### src/rtl/alu_mul_seq_pkg.sv
// Shared ALU opcodes and the multiply sequencer state encoding.
package alu_pkg;
  localparam logic [3:0] ALU_AND = 4'b0000;
  localparam logic [3:0] ALU_OR  = 4'b0001;
  localparam logic [3:0] ALU_ADD = 4'b0010;
  localparam logic [3:0] ALU_XOR = 4'b0101;
  localparam logic [3:0] ALU_SUB = 4'b0110;
  localparam logic [3:0] ALU_SLL = 4'b0111;
  localparam logic [3:0] ALU_EQ  = 4'b1000;
  localparam logic [3:0] ALU_NE  = 4'b1001;
  localparam logic [3:0] ALU_GT  = 4'b1010;
  localparam logic [3:0] ALU_SLT = 4'b1100;
  localparam logic [3:0] ALU_SRA = 4'b1110;
  localparam logic [3:0] ALU_SRL = 4'b1111;

  typedef enum logic [2:0] {IDLE, ADD, SHL, SHR, DONE} mul_state_t;
endpackage

### src/rtl/alu_mul_seq_if.sv
// Request/response channel between the core and the iterative multiplier.
interface alu_mul_seq_if #(parameter int DATA_WIDTH = 32);
  logic                  req_valid;
  logic                  req_ready;
  logic [DATA_WIDTH-1:0] op_a;
  logic [DATA_WIDTH-1:0] op_b;
  logic                  resp_valid;
  logic                  resp_ready;
  logic [DATA_WIDTH-1:0] resp_result;
  logic                  busy;

  modport master (output req_valid, op_a, op_b, resp_ready,
                  input  req_ready, resp_valid, resp_result, busy);
  modport slave  (input  req_valid, op_a, op_b, resp_ready,
                  output req_ready, resp_valid, resp_result, busy);
endinterface

### src/rtl/alu_mul_seq_alu.sv
// Combinational execute-stage ALU; the multiplier only exercises ADD/SLL/SRL.
module alu
  import alu_pkg::*;
#(
  parameter int DATA_WIDTH    = 32,
  parameter int OPCODE_LENGTH = 4
) (
  input  logic [OPCODE_LENGTH-1:0] i_operation,
  input  logic [DATA_WIDTH-1:0]    i_src_a,
  input  logic [DATA_WIDTH-1:0]    i_src_b,
  output logic [DATA_WIDTH-1:0]    o_result
);
  localparam int SHW = $clog2(DATA_WIDTH);

  logic [SHW-1:0] w_shamt;
  assign w_shamt = i_src_b[SHW-1:0];

  always_comb begin
    o_result = '0;
    case (i_operation)
      ALU_AND: o_result = i_src_a & i_src_b;
      ALU_OR:  o_result = i_src_a | i_src_b;
      ALU_ADD: o_result = i_src_a + i_src_b;
      ALU_XOR: o_result = i_src_a ^ i_src_b;
      ALU_SUB: o_result = i_src_a - i_src_b;
      ALU_SLL: o_result = i_src_a << w_shamt;
      ALU_EQ:  o_result = {{(DATA_WIDTH-1){1'b0}}, i_src_a == i_src_b};
      ALU_NE:  o_result = {{(DATA_WIDTH-1){1'b0}}, i_src_a != i_src_b};
      ALU_GT:  o_result = {{(DATA_WIDTH-1){1'b0}}, $signed(i_src_a) > $signed(i_src_b)};
      ALU_SLT: o_result = {{(DATA_WIDTH-1){1'b0}}, $signed(i_src_a) < $signed(i_src_b)};
      ALU_SRA: o_result = DATA_WIDTH'($signed(i_src_a) >>> w_shamt);
      ALU_SRL: o_result = i_src_a >> w_shamt;
      default: o_result = '0;
    endcase
  end
endmodule

### src/rtl/alu_mul_seq.sv
// Shift-and-add multiplier (low DATA_WIDTH bits of A*B) sequencing a private ALU.
module alu_mul_seq
  import alu_pkg::*;
#(
  parameter int DATA_WIDTH    = 32,
  parameter int OPCODE_LENGTH = 4
) (
  input  logic        clk,
  input  logic        rst_n,
  alu_mul_seq_if.slave bus
);
  mul_state_t            r_state;
  logic [DATA_WIDTH-1:0] r_mcand;
  logic [DATA_WIDTH-1:0] r_mplier;
  logic [DATA_WIDTH-1:0] r_prod;
  logic [5:0]            r_iter;

  logic [OPCODE_LENGTH-1:0] w_op;
  logic [DATA_WIDTH-1:0]    w_src_a;
  logic [DATA_WIDTH-1:0]    w_src_b;
  logic [DATA_WIDTH-1:0]    w_res;

  always_comb begin
    w_op    = OPCODE_LENGTH'(ALU_AND);
    w_src_a = '0;
    w_src_b = '0;
    case (r_state)
      ADD: begin
        w_op    = OPCODE_LENGTH'(ALU_ADD);
        w_src_a = r_prod;
        w_src_b = r_mcand;
      end
      SHL: begin
        w_op    = OPCODE_LENGTH'(ALU_SLL);
        w_src_a = r_mcand;
        w_src_b = DATA_WIDTH'(1);
      end
      SHR: begin
        w_op    = OPCODE_LENGTH'(ALU_SRL);
        w_src_a = r_mplier;
        w_src_b = DATA_WIDTH'(1);
      end
      default: ;
    endcase
  end

  alu #(.DATA_WIDTH(DATA_WIDTH), .OPCODE_LENGTH(OPCODE_LENGTH)) u_alu (
    .i_operation (w_op),
    .i_src_a     (w_src_a),
    .i_src_b     (w_src_b),
    .o_result    (w_res)
  );

  always_ff @(posedge clk) begin
    if (!rst_n) begin
      r_state  <= IDLE;
      r_mcand  <= '0;
      r_mplier <= '0;
      r_prod   <= '0;
      r_iter   <= '0;
    end else begin
      case (r_state)
        IDLE: if (bus.req_valid) begin
          r_mcand  <= bus.op_a;
          r_mplier <= bus.op_b;
          r_prod   <= '0;
          r_iter   <= '0;
          if (bus.op_b == '0)  r_state <= DONE;
          else if (bus.op_b[0]) r_state <= ADD;
          else                  r_state <= SHL;
        end
        ADD: begin
          r_prod  <= w_res;
          r_state <= SHL;
        end
        SHL: begin
          r_mcand <= w_res;
          r_state <= SHR;
        end
        SHR: begin
          r_mplier <= w_res;
          r_iter   <= r_iter + 6'd1;
          // the iteration cap bounds the loop even if the multiplier never drains
          if (w_res == '0 || r_iter == 6'd31) r_state <= DONE;
          else if (w_res[0])                  r_state <= ADD;
          else                                r_state <= SHL;
        end
        DONE: if (bus.resp_ready) r_state <= IDLE;
        default: r_state <= IDLE;
      endcase
    end
  end

  assign bus.req_ready   = (r_state == IDLE);
  assign bus.resp_valid  = (r_state == DONE);
  assign bus.resp_result = (r_state == DONE) ? r_prod : '0;
  assign bus.busy        = (r_state == ADD) || (r_state == SHL) || (r_state == SHR);
endmodule

### src/flat_wrapper.sv
// flat-port wrapper written by rule: the top's interface ports become plain ports
module alu_mul_seq_flat import alu_pkg::*;
#(
  parameter int DATA_WIDTH    = 32,
  parameter int OPCODE_LENGTH = 4
)
  (clk, rst_n, bus_req_valid, bus_op_a, bus_op_b, bus_resp_ready, bus_req_ready, bus_resp_valid, bus_resp_result, bus_busy);
  alu_mul_seq_if #(.DATA_WIDTH(DATA_WIDTH)) bus_i ();
  input  logic clk;
  input  logic rst_n;
  input wire logic [$bits(bus_i.req_valid)-1:0] bus_req_valid;
  input wire logic [$bits(bus_i.op_a)-1:0] bus_op_a;
  input wire logic [$bits(bus_i.op_b)-1:0] bus_op_b;
  input wire logic [$bits(bus_i.resp_ready)-1:0] bus_resp_ready;
  output wire logic [$bits(bus_i.req_ready)-1:0] bus_req_ready;
  output wire logic [$bits(bus_i.resp_valid)-1:0] bus_resp_valid;
  output wire logic [$bits(bus_i.resp_result)-1:0] bus_resp_result;
  output wire logic [$bits(bus_i.busy)-1:0] bus_busy;
  assign bus_i.req_valid = bus_req_valid;
  assign bus_i.op_a = bus_op_a;
  assign bus_i.op_b = bus_op_b;
  assign bus_i.resp_ready = bus_resp_ready;
  assign bus_req_ready = bus_i.req_ready;
  assign bus_resp_valid = bus_i.resp_valid;
  assign bus_resp_result = bus_i.resp_result;
  assign bus_busy = bus_i.busy;
  alu_mul_seq #(.DATA_WIDTH(DATA_WIDTH), .OPCODE_LENGTH(OPCODE_LENGTH)) u_core (.clk(clk), .rst_n(rst_n), .bus(bus_i));
endmodule
### config.mk
export PLATFORM = sky130hd
export DESIGN_NAME = alu_mul_seq_flat
export DESIGN_NICKNAME = d
export VERILOG_FILES = /design/src/rtl/alu_mul_seq_pkg.sv /design/src/rtl/alu_mul_seq_if.sv /design/src/rtl/alu_mul_seq_alu.sv /design/src/rtl/alu_mul_seq.sv /design/src/flat_wrapper.sv
export SDC_FILE = /design/constraint.sdc
export NUM_CORES = 1
export LEC_CHECK = 0
export CORE_MARGIN = 2
export CORE_UTILIZATION = 40
export CTS_CLUSTER_DIAMETER = 200
export DETAILED_ROUTE_END_ITERATION = 16
export PLACE_DENSITY = 0.69
export SLEW_MARGIN = 20
export SYNTH_ARGS = -nofsm -noshare
export SYNTH_HDL_FRONTEND = slang
export SYNTH_HIERARCHICAL = 1
export SYNTH_SLANG_ARGS = --single-unit
### constraint.sdc
create_clock -name clk -period 10.12 [get_ports clk]
set_input_delay 2.024 -clock clk [delete_from_list [all_inputs] [get_ports clk]]
set_output_delay 2.024 -clock clk [all_outputs]
set_load 0.02 [all_outputs]
After elaboration in Yosys (flattened, before gate mapping). Index checks and enable logic that the tools add are counted.

Equality and inequality tests: 20. Reductions and logical operators: 15. Add/sub/neg operators: 3. Mux-type cells: 20. Shifts and indexed selects: 3. Bitwise gates (word level): 3. Divide/modulo/power cells: 0. $lt $le $gt $ge: 2. Multipliers: 0.

Operators by type and width (count): case mux 32 bit (12 select lines) (1); case mux 32 bit (2 select lines) (4); 2-to-1 mux 32 bit (4); case mux 32 bit (3 select lines) (1); logical NOT 32 bit (2); adder 32 bit (1); bitwise AND 32 bit (1); == test 32 bit (1); greater-than comparator 32 bit (1); less-than comparator 32 bit (1); != test 32 bit (1); OR 32 bit (1); << shifter 32 x 5 -> 32 bit (1); >> shifter 32 x 5 -> 32 bit (1); >>> shifter 32 x 5 -> 32 bit (1); subtractor 32 bit (1); XOR 32 bit (1); == test 4 bit, second input constant (6); case mux 3 bit (5 select lines) (1); == test 4 x 3 -> 1 bit, second input constant (3); 2-to-1 mux 3 bit (4); case mux 4 bit (3 select lines) (1); case mux 6 bit (2 select lines) (1); AND reduction 2 bit (4); other kinds (15) (22).

Bits in writable memories: 0. Memories: 0. Input port bits: 68. Word-level logic and storage cells: 71. Latch bits: 0. Bits in registers: 105. ROM bits: 0.

Longest topological paths before layout. Gate-level depths: netlist of run 1.

Depth after elaboration: 9. Depth in mapped cells: 23. Gate-level depth less buffers: 20.

Modules after synthesis. The synthesis of run 1 kept the hierarchy.

By module, submodules not included: alu (area an instance 8811.0 um2, cells each 1296, instances 1); alu_mul_seq (area an instance 5943.2 um2, cells each 741, instances 1).

Worst setup path after synthesis of run 1. OpenSTA, ideal clock, no wires.

Path type: reg2reg. Start point: register u_core.r_state[2]. End point: register u_core.r_state[1]. Period minus slack after synthesis: 5.635 ns. Path buffers: 6. Cell stages (with the launch flop): 24. Arrival: 5.507 ns. Setup slack: 4.485 ns. Path through: dfxtp_1 -> buf_6 -> nor3b_1 -> clkbuf_1 -> clkbuf_1 -> and2_1 -> buf_2 -> inv_2 -> buf_1 -> clkbuf_1 -> ha_1 -> o211ai_1 -> nor4_1 -> a211o_1 -> o21a_1 -> o211ai_1 -> a21oi_1 -> or3_1 -> a211o_1 -> nor4_1 -> nand4_1 -> o21ai_0 -> nor3_1 -> or3_1.

Cells in the longest elaborated chain, start to end: 9. Elaborated cells on any way between the ends: 42. Those cells by class: 2 x add/sub; 2 x order compare; 19 x eq/ne; 3 x shift; 7 x mux; 3 x bitwise; 6 x reduce/logical.

Ends and longest elaborated chain: start, declared (RTL line alu_mul_seq.sv:12) `mul_state_t r_state;`; start signal, assigned (RTL line alu_mul_seq.sv:56) `r_state <= IDLE;`; start signal, assigned (RTL line alu_mul_seq.sv:68) `if (bus.op_b == '0) r_state <= DONE;`; start signal, assigned (RTL line alu_mul_seq.sv:69) `else if (bus.op_b[0]) r_state <= ADD;`; == test 3 x 2 -> 1 bit (RTL line alu_mul_seq.sv:27) `case (r_state)`; OR reduction 2 bit (no line); case mux 32 bit (2 select lines) * (RTL line alu_mul_seq.sv:27); named net u_core.w_src_b[2] (RTL line alu_mul_seq.sv:20) `logic [DATA_WIDTH-1:0] w_src_b;`; subtractor 32 bit (tied with other cells) (RTL line alu_mul_seq_alu.sv:25) `ALU_SUB: o_result = i_src_a - i_src_b;`; case mux 32 bit (12 select lines) * (RTL line alu_mul_seq_alu.sv:20) `case (i_operation)`; named net u_core.w_res[25] (RTL line alu_mul_seq.sv:21) `logic [DATA_WIDTH-1:0] w_res;`; logical NOT 32 bit * (RTL line alu_mul_seq.sv:84) `if (w_res == '0 || r_iter == 6'd31) r_state <= DONE;`; logical OR 1 bit * (RTL line alu_mul_seq.sv:84); 2-to-1 mux 3 bit * (RTL line alu_mul_seq.sv:84); case mux 3 bit (5 select lines) * (RTL line alu_mul_seq.sv:62) `case (r_state)`.

The timed path passes the listed nets; every way through them passes the cells marked *. A chain may end at the register's enable or synchronous reset.

Worst setup path after layout of run 1.
Start point: register u_core.r_state[0]. End point: register u_core.r_state[1].

Same word-level chain as after synthesis.

==> results of run 1 <==
## stage by stage
stage                     utilization [%]  hold slack, ns
after floorplan                         -          0.4346
after global routing                44.79          0.4837
final                               44.79          0.4701
after global placement              43.84          0.4427
after detailed placement            43.85          0.4535
after CTS                           44.68          0.4701
## worst max-delay path: cells and delay by family, from the launching register on
family / cells / cell delay, ns
fa+ha+maj: 1 / 0.50
compound gates: 8 / 2.61
simple gates: 6 / 1.59
flops: 1 / 0.96
buf+inv: 6 / 1.76
## routing by layer
metal  track usage, %  share of wire (%)  up-vias
met5                0                  0        -
met4            13.05                4.0        0
met3            8.664                 12      164
met2            48.89                 42     1070
met1            45.83                 42     7940
li1                 -                  -     7499
## synth_stat cells (25+ instances only)
library cell,count,area share [%]
nand2_1,245,6.2
nor2_1,201,5.1
a21oi_1,132,4.5
dfxtp_1,105,14
ha_1,101,8.6
clkbuf_1,100,2.5
inv_1,97,2.5
nand3_1,93,3.2
o21ai_0,79,2.7
mux2_2,61,4.7
a22oi_1,55,2.8
mux2i_1,50,3.4
a21boi_0,46,2.3
and3_1,40,1.7
o211a_1,40,2.7
and2_1,39,1.7
buf_2,39,1.3
o211ai_1,34,1.7
nor3_1,30,1.0
nor4_1,25,1.1
## cell type report
class	count	area, sq um
fillers	3781	20110
flip-flops and latches	105	2105
well taps	468	585.6
diodes	1	2.502
repair buffers	146	1369
clock inverters	6	73.82
multi-input cells	1661	11580
clock buffers	10	229.0
inverters	100	375.4
## logic make-up (layout without fill, tap and decap cells)
family | after synthesis | in the layout | synth area share [%]
xor+xnor | 7 | 7 | 0.4155
mux | 139 | 139 | 12.40
flops | 105 | 105 | 14.25
fa+ha+maj | 103 | 103 | 8.836
other cells | 0 | 1 | 0
buf+inv | 271 | 262 | 7.658
compound gates | 645 | 645 | 32.15
simple gates | 767 | 767 | 24.30
## path summary, 6_finish.rpt
kind	slack, ns	start	depth (start not counted)	end
setup / recovery	2.51	u_core/r_state[0]	21	u_core/r_state[1]
hold / removal	0.47	u_core/r_mplier[23]	2	u_core/r_mplier[23]
setup reg to reg	2.51	u_core/r_state[0]	21	u_core/r_state[1]
hold reg to reg	0.47	u_core/r_mplier[23]	2	u_core/r_mplier[23]
## report_power, final
group	total [uW]	switching, uW	internal (uW)
clock network	362	167	195
registers	663	116	547
logic	4110	2740	1370
total	5130	3020	2110
## state kept, by name (all words and copies together) (netlist names)
| signal | cells |
|---|---|
| u_core/r_iter | 6 |
| u_core/r_mcand | 32 |
| u_core/r_mplier | 32 |
| u_core/r_prod | 32 |
| u_core/r_state | 3 |
==> results by group, run 1 <==
Clock network
  – CTS Root Cell: clkbuf_16
  – Post_cts resized: 0
  – Worst-path clk slew: approximately 0.07 ns
  – Worst-skew pair later-pin latency: approximately 0.36 ns
  – Setup bufs post-CTS: 0
  – Worst-case clock buffer depth: 2
  – Clock sink count: around 110
  – CTS tree: done
  – Cts bufs inserted: 9
  – Post-CTS Hold Buffers: 0
  – H-Tree Depth: 3

STA
  – # setup viols final: 0
  – F_max: between 0.1 and 0.15 GHz
  – Setup_tns: 0 ns
  – Final Cycle Share: between 70% and 80%
  – Final WS setup: between 2 and 3 ns
  – Setup Skew: 0.009184 ns
  – Least-Margin Pin Slew: between 1 and 1.5 ns
  – Tmin final: 7.614 ns
  – RSZ-0062 raised after global routing: no
  – Final Slew Violations: 0
  – Slew headroom: approximately 31%
  – Final hold viol count: 0

Pwr
  – Leak: roughly 0.0066 uW
  – Total Power: around 5100 uW
  – PD cells: ~310 nW/um^2
  – Max VDD drop: approximately 200 uV

Outcome
  – Outcome: completed

Floorplanning
  – I/O pin cnt: roughly 100
  – Initial Util: between 40% and 50%
  – Row count: 70
  – Die area: 38440 sq um
  – Die Y: 196.1 microns
  – CORE AREA: roughly 36000 sq um
  – Die W: 196.1 microns

Placement
  – Area post-placement: ~16000 sq um
  – Routability cong.: ~1
  – Port Buffers: between 100 and 150
  – DP Worst Slack: about 2.8 ns
  – Placed Cells: ~2500
  – DP HPWL: around 50 mm

Finish
  – Nets: about 2200
  – Layout area overhead: 10.62%
  – Layout cells sized above 1: ~10%
  – Commonest non-fill, non-tap cells in the layout: nand2_1 (244), nor2_1 (200), a21oi_1 (132)
  – Leading cell type in the layout, fill and taps excluded: nand2_1
  – Post-Layout Inst Area: 16320 sq um
  – Non-filler cells, final: 2497

Global routing
  – Largest net degree at the start of global routing: approximately 110
  – First-pass GRT wire length: between 90 and 100 mm
  – Overall routing resource usage: 33.12%
  – Number of global-route vias before repair: roughly 16000
  – Initial antenna violation count: 1
  – Overflow after GRT: 0

Synth
  – Syn Inst Count: 2037
  – Seq/Total Area, Yosys: about 14%
  – Cell Area, Synth: around 15000 sq um
  – Mean Syn Cell Area: 7.243 sq um
  – Synth Warn #: 6
  – Asr flop ratio synth: 0%
  – #FFs+latches synth: 105
  – Syn Nets: approximately 2200
  – EDFF count, synth: 0
  – Synth unique cells: between 80 and 90
  – Main synth FF type: dfxtp_1

Setup path
  – Crit-path max cell delay: approximately 0.96 ns
  – Crit path kind: flop to flop
  – Crit-path max FO: between 50 and 60
  – Slowest-stage cell, CP: dfxtp_1
  – Crit end category: flop
  – WP data arrival: ~7.9 ns
  – CP Launch Type: flop
  – Most frequent CP cell: buf_4
  – Critical path required time: between 10 and 15 ns
  – Crit-path cells: buf_4 -> nor3b_2 -> buf_4 -> and2_2 -> buf_4 -> inv_2 -> buf_4 -> ha_1 -> inv_1 -> a21oi_1 -> o221a_2 -> o211ai_1 -> o211ai_1 -> a21oi_1 -> o31ai_1 -> o2111ai_1 -> nor4_1 -> nand4_1 -> o21ai_0 -> nor3_1 -> or3_1

Route
  – Via count: between 15000 and 20000
  – Initial DRC Count: 2199
  – First-pass detailed-route iteration total: 6
  – Post-DRT Antenna Nets: 0
  – Post-route DRC violation count: 0
  – Final wirelength: about 66 mm
  – WL per Instance: approximately 26 microns
  – Routed vias/inst: between 6 and 7

Run
  – Max-cap check violation count: 0

Hold path
  – Hold/Removal Path Class: flop to flop
(Power assumes the default switching activity.)
==> run 2, diff against run 1 <==
==> constraint.sdc (replaced) <==
create_clock -name clk -period 7.15 [get_ports clk]
set_input_delay 1.43 -clock clk [delete_from_list [all_inputs] [get_ports clk]]
set_output_delay 1.43 -clock clk [all_outputs]
set_load 0.02 [all_outputs]
==> results by group, run 2 (synthesis gave the netlist of run 1 again) <==
Outcome
  – Outcome: completed

Placement
  – DP HPWL: 48.76 mm (-2.0%)
  – Routability cong.: 1.052 (+3.3%)
  – Port Buffers: 102 (unchanged)
  – Placed Cells: 2491 (+0.48%)

Floorplanning
  – CORE AREA: 36430 sq um (unchanged)
  – Initial Util: 40.49% (unchanged)
  – Row count: 70 (unchanged)
  – Die W: 196.1 microns (unchanged)
  – Die Y: 196.1 microns (unchanged)
  – I/O pin cnt: 103 (unchanged)
  – Die area: 38440 sq um (unchanged)

Run
  – Max-cap check violation count: 0 (unchanged)

Global routing
  – Number of global-route vias before repair: 15730 (+0.43%)
  – First-pass GRT wire length: 97.11 mm (-1.2%)
  – Overall routing resource usage: 32.54% (-0.58 points)
  – Overflow after GRT: 0 (unchanged)
  – Initial antenna violation count: 0 (-1)
  – Largest net degree at the start of global routing: 108 (unchanged)

Clock network
  – CTS Root Cell: clkbuf_16
  – Post_cts resized: 0 (unchanged)
  – Clock sink count: 105 (unchanged)
  – Post-CTS Hold Buffers: 0 (unchanged)
  – Worst-path clk slew: 0.07 ns (about the same)
  – H-Tree Depth: 3 (unchanged)
  – Worst-case clock buffer depth: 2 (unchanged)
  – Cts bufs inserted: 9 (unchanged)
  – Setup bufs post-CTS: 0 (unchanged)
  – CTS tree: done
  – Worst-skew pair later-pin latency: 0.35 ns (about the same)

Route
  – WL per Instance: 25.91 microns (-1.4%)
  – Post-route DRC violation count: 0 (unchanged)
  – Post-DRT Antenna Nets: 0 (unchanged)
  – Final wirelength: 64.99 mm (-0.96%)
  – Via count: 16890 (+1.3%)
  – Routed vias/inst: 6.736 (+0.88%)
  – First-pass detailed-route iteration total: 9 (+3)
  – Initial DRC Count: 2070 (-5.9%)

Finish
  – Util after Layout: 44.98% (+0.19 points)
  – Layout cells sized above 1: 10.64% (+0.48 points)
  – Non-filler cells, final: 2508 (+0.44%)
  – Layout area overhead: 11.08%
  – Fillers: 3703 (-2.1%)
  – Regs by FF count: u_core/r_mcand (32), u_core/r_mplier (32), u_core/r_prod (32)
  – Leading cell type in the layout, fill and taps excluded: nand2_1
  – Commonest non-fill, non-tap cells in the layout: nand2_1 (244), nor2_1 (200), a21oi_1 (132)
  – N_diodes: 0 (-1)
  – Nets: 2206 (+0.55%)

Hold path
  – Hold/Removal Path Class: flop to flop

STA
  – F_max: 0.1437 GHz (+9.4%)
  – Setup Skew: 0.007704 ns (-0.001480 ns)
  – RSZ-0062 raised after global routing: no
  – Final hold viol count: 0 (unchanged)
  – Tmin final: 6.961 ns (-0.6535 ns)
  – Setup_tns: 0 ns (unchanged)
  – Least-Margin Pin Slew: 1.230 ns (+0.1971 ns)
  – # setup viols final: 0 (unchanged)
  – Slew headroom: 17.72% (-13 points)
  – Final Cycle Share: 97.35% (+22 points)
  – Final Slew Violations: 0 (unchanged)

Setup path
  – Crit-path max FO: 31 (-47%)
  – Crit end category: flop
  – Critical path required time: 7.39 ns (-2.97 ns)
  – Crit path kind: flop to flop
  – CP Launch Type: flop
  – WP data arrival: 7.20 ns (-0.65 ns)

Pwr
  – Max VDD drop: 229.1 uV (+16%)
  – Total Power: 7276 uW (+42%)
  – Leak: 0.006593 uW (+0.65%)
  – PD cells: 443.9 nW/um^2 (+41%)
-- run 2: cell types whose count changed in the layout (fill, tap and decap cells not counted), moves of 2 or more --
| cell | previous run | this run |
|---|---|---|
| buf_4 | 44 | 56 |
| inv_6 | 2 | 0 |
| clkinv_4 | 3 | 1 |
| clkinv_2 | 0 | 2 |
-- run 2: layout make-up --
type                            instances  area [sq um]  share of cell area (%)
Tap cell                              468         585.6                   3.573
Multi-Input combinational cell       1661         11580                   70.63
Clock inverter                          5         56.30                  0.3435
Sequential cell                       105          2105                   12.84
Inverter                              100         375.4                   2.290
Clock buffer                           11         232.7                   1.420
Timing Repair Buffer                  158          1459                   8.901
-- run 2: path summary, 6_finish.rpt --
check                           cells past startpoint           startpoint                  end  slack [ns]
worst max-delay path                               19    u_core/r_state[1]    u_core/r_state[1]        0.19
worst min-delay path                                2  u_core/r_mplier[14]  u_core/r_mplier[14]        0.47
worst max register to register                     19    u_core/r_state[1]    u_core/r_state[1]        0.19
worst min register to register                      2  u_core/r_mplier[14]  u_core/r_mplier[14]        0.47
-- run 2: critical path: stages, from the launching register on --
cell,delay [ns]
dfxtp_2,0.63
nor2b_2,0.23
buf_4,0.32
a22oi_1,0.14
nor2_1,0.93
inv_1,0.11
ha_1,0.51
or3_1,0.59
or4_1,0.59
nor4_1,0.56
xnor2_1,0.18
o311ai_1,0.11
a21oi_1,0.24
o311ai_1,0.17
buf_4,0.20
nor4_1,0.28
nand4_1,0.20
o21ai_0,0.35
nor3_1,0.08
or3_1,0.37
-- run 2: routing by layer --
metal,vias up,part of all wire [%],track usage (%)
met1,8057,42,44.75
met4,0,4.7,14.84
met5,-,0,0
met2,1103,43,49.23
li1,7545,-,-
met3,189,11,6.189
-- run 2: stage by stage --
step	instance area, sq um	setup slack [ns]	hold slack, ns
3_5_place_dp	16060	0.4819	0.4522
5_1_grt	16390	0.01965	0.4931
4_1_cts	16350	0.4388	0.4691
3_3_place_gp	16060	0.4312	0.4466
6_report	16390	0.1892	0.4748
2_1_floorplan	14750	1.516	0.4346
-- run 2: where the power goes --
| part | internal, uW | switching [uW] |
|---|---|---|
| registers | 775 | 157 |
| logic | 1970 | 3890 |
| clock network | 271 | 221 |
| total | 3010 | 4260 |
==> variant, RTL diff (config.mk and constraints of run 2) <==
Re-encode `mul_state_t` (5 states) as one-hot, 5 bits wide.
--- a/src/rtl/alu_mul_seq_pkg.sv
+++ b/src/rtl/alu_mul_seq_pkg.sv
@@ -14,5 +14,5 @@
   localparam logic [3:0] ALU_SRL = 4'b1111;
 
-  typedef enum logic [2:0] {IDLE, ADD, SHL, SHR, DONE} mul_state_t;
+  typedef enum logic [4:0] {IDLE = 5'b00001, ADD = 5'b00010, SHL = 5'b00100, SHR = 5'b01000, DONE = 5'b10000} mul_state_t;
 endpackage
 
Function: same outputs for any inputs over 4 cycles, from zero or initial values and one cycle with rst_n low; so few cycles prove little.
==> variant against run 2 <==
- non-clock buffer count is 10 lower
- synthesized cell count hardly changed
- synthesized area is 1.1% lower
- global-route usage is 0.16 points higher
- sequential cell count is 2 higher
- sequential share of layout area is 0.41 points higher
- worst setup slack better by 0.19 ns
- final area is 1.4% lower
- wire length is 0.37% lower
- final cell count is 0.44% lower
- critical path type unchanged
- largest cell class unchanged
Power is left out: it rests on default switching activity, and per cell area and clock period it moved more than threefold.
==> variant: results (changes against run 2) <==
* Status: complete, no violations
* Inverters excl. clock at 134 (+34%)
* M1 GR Usage at 47.00% (+2.2 points)
* Worst Hold Path EP: u_core/r_prod[7]$_SDFFE_PN0P_
* Post-Place Cells at 2,481 (-0.40%)
* Avg WL per Cell at 25.93 um (about the same)
* Clock-cell share at 1.857% (+0.094 points)
* Final nets at 2,202 (-0.18%)
* CP startpoint: u_core/r_state[4]$_SDFFE_PN0P_
* Vias in the first global route at 15,540 (-1.2%)
* Fraction of area in multi-input gates at 69.68% (-0.95 points)
* Gpl congestion at 1.037 (-1.4%)
* First-pass GRT wire length at 96,890 um (-0.23%)
* Met3 global-route usage at 5.389% (-0.80 points)
* Routed met2 length at 27,750 um (-0.25%)
* DP Worst Slack at 0.6065 ns (+0.1246 ns)
* Synth top cells by count: nand2_1 (294), nor2_1 (193), a21oi_1 (164), inv_1 (130), dfxtp_1 (107)
* DR WL met3 at 7118 um (+3.8%)
* Non-clock buffer share of cell area at 8.528% (-0.37 points)
* Num tapcells at 461 (-1.5%)
* # clk buffers at 9 (-2)
* Gr usage total at 32.70% (+0.16 points)
* Fillers at 3,664 (-1.1%)
* FF-to-FF setup slack at 0.38 ns (+0.19 ns)
* Drt total wl at 64,750 um (-0.37%)
* Relative slew slack at 26.40% (+8.7 points)
* Register Area at 2142 sq um (+1.8%)
* Multi-input gate area at 11,270 sq um (-2.7%)
* Register-to-Register Path Depth at 20 (+1)
* Multi-input comb cells at 1,631 (-1.8%)
* Min Hold Slack at 0.4911 ns (+0.01630 ns)
* DRT iter0 DRCs at 2,535 (+22%)
* Largest net degree at the start of global routing at 74 (-31%)
* Met1 WL at 27,680 um (+1.6%)
[variant: changes by cell type in the layout (fill, tap and decap cells not counted), sizes merged, moves of 30 or more]
| cell | before | now |
|---|---|---|
| a222oi | 1 | 32 |
| and2 | 40 | 70 |
| a311oi | 6 | 70 |
| o211a | 40 | 8 |
| a21oi | 132 | 164 |
| nand3 | 93 | 63 |
| nand2 | 246 | 294 |
| a21boi | 46 | 2 |
| and3 | 40 | 9 |
| inv | 99 | 135 |
| mux2 | 62 | 30 |
| a22oi | 55 | 14 |
[variant: kinds of logic after synthesis]
kind of cell    Yosys count  share of synthesized area, %
simple gates            770                         24.23
compound gates          641                         32.98
buf+inv                 297                         8.528
flops                   107                         14.67
mux                     106                         9.994
fa+ha+maj               103                         8.931
xor+xnor                 11                        0.6600
